--- config.mk ---
export PLATFORM = sky130hd
export DESIGN_NAME = imm_gen_pipe
export DESIGN_NICKNAME = d
export VERILOG_FILES = /design/src/rtl/imm_gen_pipe_pkg.sv /design/src/rtl/imm_gen_pipe_extract.sv /design/src/rtl/imm_gen_pipe.sv
export SDC_FILE = /design/constraint.sdc
export NUM_CORES = 1
export LEC_CHECK = 0
export CAP_MARGIN = 10
export CORE_ASPECT_RATIO = 0.7
export CORE_MARGIN = 4
export CORE_UTILIZATION = 45
export CTS_CLUSTER_SIZE = 14
export DETAILED_ROUTE_END_ITERATION = 16
export DONT_BUFFER_PORTS = 1
export PLACE_DENSITY = 0.69
export RECOVER_POWER = 50
export SYNTH_ARGS = -nofsm -noshare
export SYNTH_HDL_FRONTEND = slang
export SYNTH_SLANG_ARGS = --single-unit
--- constraint.sdc ---
create_clock -name clk -period 4.3 [get_ports clk]
set_clock_uncertainty 0.2 [all_clocks]
set_input_delay 0.645 -clock clk [delete_from_list [all_inputs] [get_ports clk]]
set_output_delay 0.645 -clock clk [all_outputs]
set_load 0.1 [all_outputs]
--- src/rtl/imm_gen_pipe_pkg.sv ---
// Shared definitions for the pipelined immediate generator:
// format codes, format-code width and queue state encoding.
package imm_gen_pipe_pkg;

  localparam int IMM_FMT_W = 3;

  localparam int IMM_FMT_R = 0;
  localparam int IMM_FMT_I = 1;
  localparam int IMM_FMT_S = 2;
  localparam int IMM_FMT_B = 3;
  localparam int IMM_FMT_U = 4;
  localparam int IMM_FMT_J = 5;
  localparam int IMM_FMT_Z = 6;

  typedef enum logic [1:0] {
    IMMQ_EMPTY = 2'd0,
    IMMQ_ONE   = 2'd1,
    IMMQ_FULL  = 2'd2
  } immq_state_t;

endpackage

--- src/rtl/imm_gen_pipe_extract.sv ---
// Combinational immediate extraction: picks the immediate bits of an RV
// instruction for the given format and sign/zero-extends them to XLEN.
// Unassigned format codes yield zero with the error flag set.
module imm_extract
  import imm_gen_pipe_pkg::*;
#(
  parameter int XLEN  = 32,
  parameter int FMT_W = IMM_FMT_W
) (
  input  logic [31:0]      instr,
  input  logic [FMT_W-1:0] fmt,
  output logic [XLEN-1:0]  imm,
  output logic             err
);

  // The opcode field never contributes to an immediate.
  logic unused_opcode;
  assign unused_opcode = ^instr[6:0];

  // Format decode and bit gathering; instr[31] is the sign for every signed format.
  always_comb begin
    imm = '0;
    err = 1'b0;
    case (fmt)
      FMT_W'(IMM_FMT_R): imm = '0;
      FMT_W'(IMM_FMT_I): imm = {{(XLEN-11){instr[31]}}, instr[30:20]};
      FMT_W'(IMM_FMT_S): imm = {{(XLEN-11){instr[31]}}, instr[30:25], instr[11:7]};
      FMT_W'(IMM_FMT_B): imm = {{(XLEN-12){instr[31]}}, instr[7], instr[30:25],
                                instr[11:8], 1'b0};
      FMT_W'(IMM_FMT_U): imm = {{(XLEN-31){instr[31]}}, instr[30:12], 12'b0};
      FMT_W'(IMM_FMT_J): imm = {{(XLEN-20){instr[31]}}, instr[19:12], instr[20],
                                instr[30:21], 1'b0};
      FMT_W'(IMM_FMT_Z): imm = {{(XLEN-5){1'b0}}, instr[19:15]};
      default: begin
        imm = '0;
        err = 1'b1;
      end
    endcase
  end

endmodule

--- src/rtl/imm_gen_pipe.sv ---
// Pipelined immediate generator with valid/ready on both sides.
// One output register plus one skid register give 1-cycle latency and
// an in_ready that depends only on the registered state.
module imm_gen_pipe
  import imm_gen_pipe_pkg::*;
#(
  parameter int XLEN  = 32,
  parameter int FMT_W = IMM_FMT_W
) (
  input  logic             clk,
  input  logic             rst_n,
  input  logic             in_valid,
  output logic             in_ready,
  input  logic [31:0]      in_instr,
  input  logic [FMT_W-1:0] in_fmt,
  output logic             out_valid,
  input  logic             out_ready,
  output logic [XLEN-1:0]  out_imm,
  output logic             out_err
);

  immq_state_t      state;
  immq_state_t      state_nxt;
  logic [XLEN-1:0]  new_imm;
  logic             new_err;
  logic [XLEN-1:0]  skid_imm;
  logic             skid_err;
  logic             accept;
  logic             pop;
  logic             load_out_new;
  logic             load_out_skid;
  logic             load_skid;

  imm_extract #(
    .XLEN  (XLEN),
    .FMT_W (FMT_W)
  ) u_extract (
    .instr (in_instr),
    .fmt   (in_fmt),
    .imm   (new_imm),
    .err   (new_err)
  );

  // Occupancy state register; reset drops every held entry.
  always_ff @(posedge clk or negedge rst_n) begin
    if (!rst_n) begin
      state <= IMMQ_EMPTY;
    end else begin
      state <= state_nxt;
    end
  end

  // Occupancy transitions driven by the accept/pop handshakes.
  always_comb begin
    state_nxt = state;
    case (state)
      IMMQ_EMPTY: if (accept) state_nxt = IMMQ_ONE;
      IMMQ_ONE: begin
        if (accept && !pop)      state_nxt = IMMQ_FULL;
        else if (pop && !accept) state_nxt = IMMQ_EMPTY;
      end
      IMMQ_FULL: if (pop) state_nxt = IMMQ_ONE;
      default: state_nxt = IMMQ_EMPTY;
    endcase
  end

  // Handshakes and data-register load enables, all derived from the state.
  always_comb begin
    in_ready      = (state != IMMQ_FULL);
    out_valid     = (state != IMMQ_EMPTY);
    accept        = in_valid && in_ready;
    pop           = out_valid && out_ready;
    load_out_new  = accept && ((state == IMMQ_EMPTY) || ((state == IMMQ_ONE) && pop));
    load_skid     = accept && (state == IMMQ_ONE) && !pop;
    load_out_skid = (state == IMMQ_FULL) && pop;
  end

  // Output register: new entry when it can go straight out, else refill from skid.
  always_ff @(posedge clk or negedge rst_n) begin
    if (!rst_n) begin
      out_imm <= '0;
      out_err <= 1'b0;
    end else if (load_out_new) begin
      out_imm <= new_imm;
      out_err <= new_err;
    end else if (load_out_skid) begin
      out_imm <= skid_imm;
      out_err <= skid_err;
    end
  end

  // Skid register catches an entry accepted while the output is stalled.
  always_ff @(posedge clk or negedge rst_n) begin
    if (!rst_n) begin
      skid_imm <= '0;
      skid_err <= 1'b0;
    end else if (load_skid) begin
      skid_imm <= new_imm;
      skid_err <= new_err;
    end
  end

endmodule

==> flow_metrics.tcl <==
set metrics [dict create \
    status "finished, violations left" \
    violations "capacitance limit, slew limit" \
    drive_gt1_share_pct 9.15 \
    ys_seq_elements 68 \
    max_freq_mhz 393 \
    synth-edff-count 0 \
    synthMuxAreaShare_pct 3.59 \
    crit_fanout 68 \
    synth_fp_nets 369 \
    grt_pass1_wl_mm 13.1 \
    r2r_slack_ns 1.79 \
    clk_pin_slew_ns 0.07 \
    ioPinCount 74 \
    crit_buf_inv 2 \
    maxSlewHeadroom_pct -13.0 \
    post-route-period-util_pct 59.2 \
    dieArea_um2 9070 \
    core_um2 7350 \
    numCtsBuffers 9 \
    slowest_delay_ns 1.23 \
    ant_nets 0 \
    dieWidth_um 112 \
    synth_xor_area_share_pct 0 \
    drc 0 \
    htreeDepth 3 \
    setup_viol 0 \
    path_class "input port to async pin" \
    vias_per_cell 5.89 \
    yosysUniqueCellTypes 46 \
    n_antenna_cell 0 \
    worstPathCellList "dlygate4sd3_1, clkbuf_2" \
    cts.sinks 68 \
    rsz0062_at_grt "no" \
    syn_avg_cell_area_um2 10.4 \
    start_kind "input port" \
    place_hpwl_mm 5.50 \
    fin_setup_tns_ns 0 \
    portBuffers 0 \
    start_util_pct 46.4 \
    num_rows 26 \
    clk_latency_ns 0.33 \
    cts_buffer_depth 2 \
    grt_antenna_before_repair 0 \
    synth_compound_area_share_pct 19.2 \
    fillCellCount 711 \
    final_max_slew_viol_count 114 \
    arrival_ns 2.47 \
    gp_congestion 0.802 \
    cts_tree "built" \
    nets 353 \
    maxCapViolCount 2 \
    period_minus_slack_ns 2.54 \
    slowest_stage "clkbuf_2" \
    grt_max_degree 69 \
    cp.required_ns 4.23 \
    cts_root_buf "clkbuf_8" \
    vias 2444 \
    hold_viol 0 \
    synthArstFlopShare_pct 100 \
    die_y_um 80.9 \
    worstHoldPathType "input port to register" \
    synth_top_family_by_area "simple AND/OR/NAND/NOR gates" \
    yosysSeqAreaShare_pct 49.8 \
    multi_input_area_um2 1470 \
    setup_ws_ns 1.76 \
    crit_family "buffers and inverters" \
    grtUsageTotal_pct 18.5 \
    drt-wirelength-per-cell_um 20.0 \
    grt_pass1_vias 2342 \
    synth_area_um2 3410 \
    postRouteWirelength_mm 8.29 \
    place_ws_ns 1.97 \
    synthAdderAreaFrac_pct 0.366 \
    syn_to_final_growth_pct 3.52 \
    postSynthCellCount 329 \
    drtIter0Drc 321 \
    tightest_slew_ns 1.70 \
    whs_ns 0.215 \
    synthFlopType "dfrtp_1" \
    yosys.area_share.simple_pct 19.8 \
    endpoint_kind "async pin" \
    regArea_um2 1700 \
    globalRouteOverflowTotal 0 \
    drtPass1Iterations 4 \
    ys.warnings.count 0 \
]
## path summary, 6_finish.rpt
kind	startpoint	end	depth (start not counted)
max	rst_n	out_imm[6]$_DFFE_PN0P_	2
min	out_ready	state[1]$_DFFE_PN0P_	1
max reg2reg	state[0]$_DFFE_PN0P_	skid_imm[16]$_DFFE_PN0P_	3
min reg2reg	skid_imm[17]$_DFFE_PN0P_	out_imm[17]$_DFFE_PN0P_	2
max in group clk	state[0]$_DFFE_PN0P_	skid_imm[16]$_DFFE_PN0P_	3
min in group asynchronous	rst_n	skid_imm[19]$_DFFE_PN0P_	2
## layout make-up
type | instances | share of cell area (%)
tap | 98 | 3.47
timing repair buffer | 4 | 0.743
inverter | 18 | 1.91
multi-input combinational | 212 | 41.5
clock buffer | 12 | 3.82
sequential | 68 | 48.1
clock inverter | 3 | 0.425
## cell usage in the layout, fill, tap and decap left out, types with 9 or more instances in the layout
cell	Yosys	routed
a221o_1	15	15
and2_1	10	10
clkbuf_8	0	9
dfrtp_1	68	68
inv_1	18	18
mux2_2	10	10
nand2_1	45	45
nand3b_1	12	12
o21ai_0	20	20
o221ai_1	18	18
## metal layers
| metal | part of all wire (%) | vias to the layer above | global-route usage, % |
|---|---|---|---|
| met1 | 46 | 1202 | 25.2 |
| met2 | 43 | 79 | 26.3 |
| met5 | 0 | - | 0 |
| li1 | - | 1156 | - |
| met3 | 9.9 | 7 | 9.23 |
| met4 | 0.53 | 0 | 4.68 |
## logic make-up after synthesis
group                    Yosys count
flip-flops                        68
AO/OA/AOI/OAI                     84
buffers and inverters             49
multiplexers                      11
AND/OR/NAND/NOR                  116
adder cells (fa/ha/maj)            1
## sequential cells by signal, summed over array words and instances, names as in the netlist
signal / cells
out_imm: 32
skid_imm: 32
state: 2
out_err: 1
skid_err: 1
## what timing repair did
action / CTS / global route
resized for setup: 0 / 0
hold buffers: 2 / 0
buffers inserted: 0 / 0
endpoints found under the hold margin: 68 / 0
## through the flow
step	area (um2)	instances	util, %
after detailed placement	3370	398	45.9
after CTS	3560	415	48.4
final	3530	415	48.1
after global placement	3370	398	45.9
after global routing	3530	415	48.1
after floorplan	3410	329	-
## synth_stat cells, drive strengths merged, types with 2 or more instances
library cell | n | area (um2)
nand2 | 45 | 169
a31oi | 4 | 25.0
a21oi | 5 | 36.3
o21ai | 21 | 116
a2bb2oi | 5 | 43.8
clkbuf | 10 | 37.5
o211ai | 4 | 30.0
buf | 21 | 141
and2b | 2 | 17.5
inv | 18 | 67.6
mux2 | 10 | 113
and2 | 15 | 93.8
nand3 | 2 | 10.0
nor2 | 2 | 7.51
and3b | 3 | 26.3
nand3b | 12 | 90.1
a221o | 15 | 150
dfrtp | 68 | 1700
a22o | 6 | 52.6
nor2b | 4 | 25.0
o221ai | 18 | 158
nand2b | 6 | 40.0
nor3 | 8 | 40.0
nor4bb | 8 | 80.1
a22oi | 3 | 22.5
or2 | 2 | 12.5
Power is not shown: default switching activity piles up to over one toggle a cycle in this logic, so the estimate is an artifact.
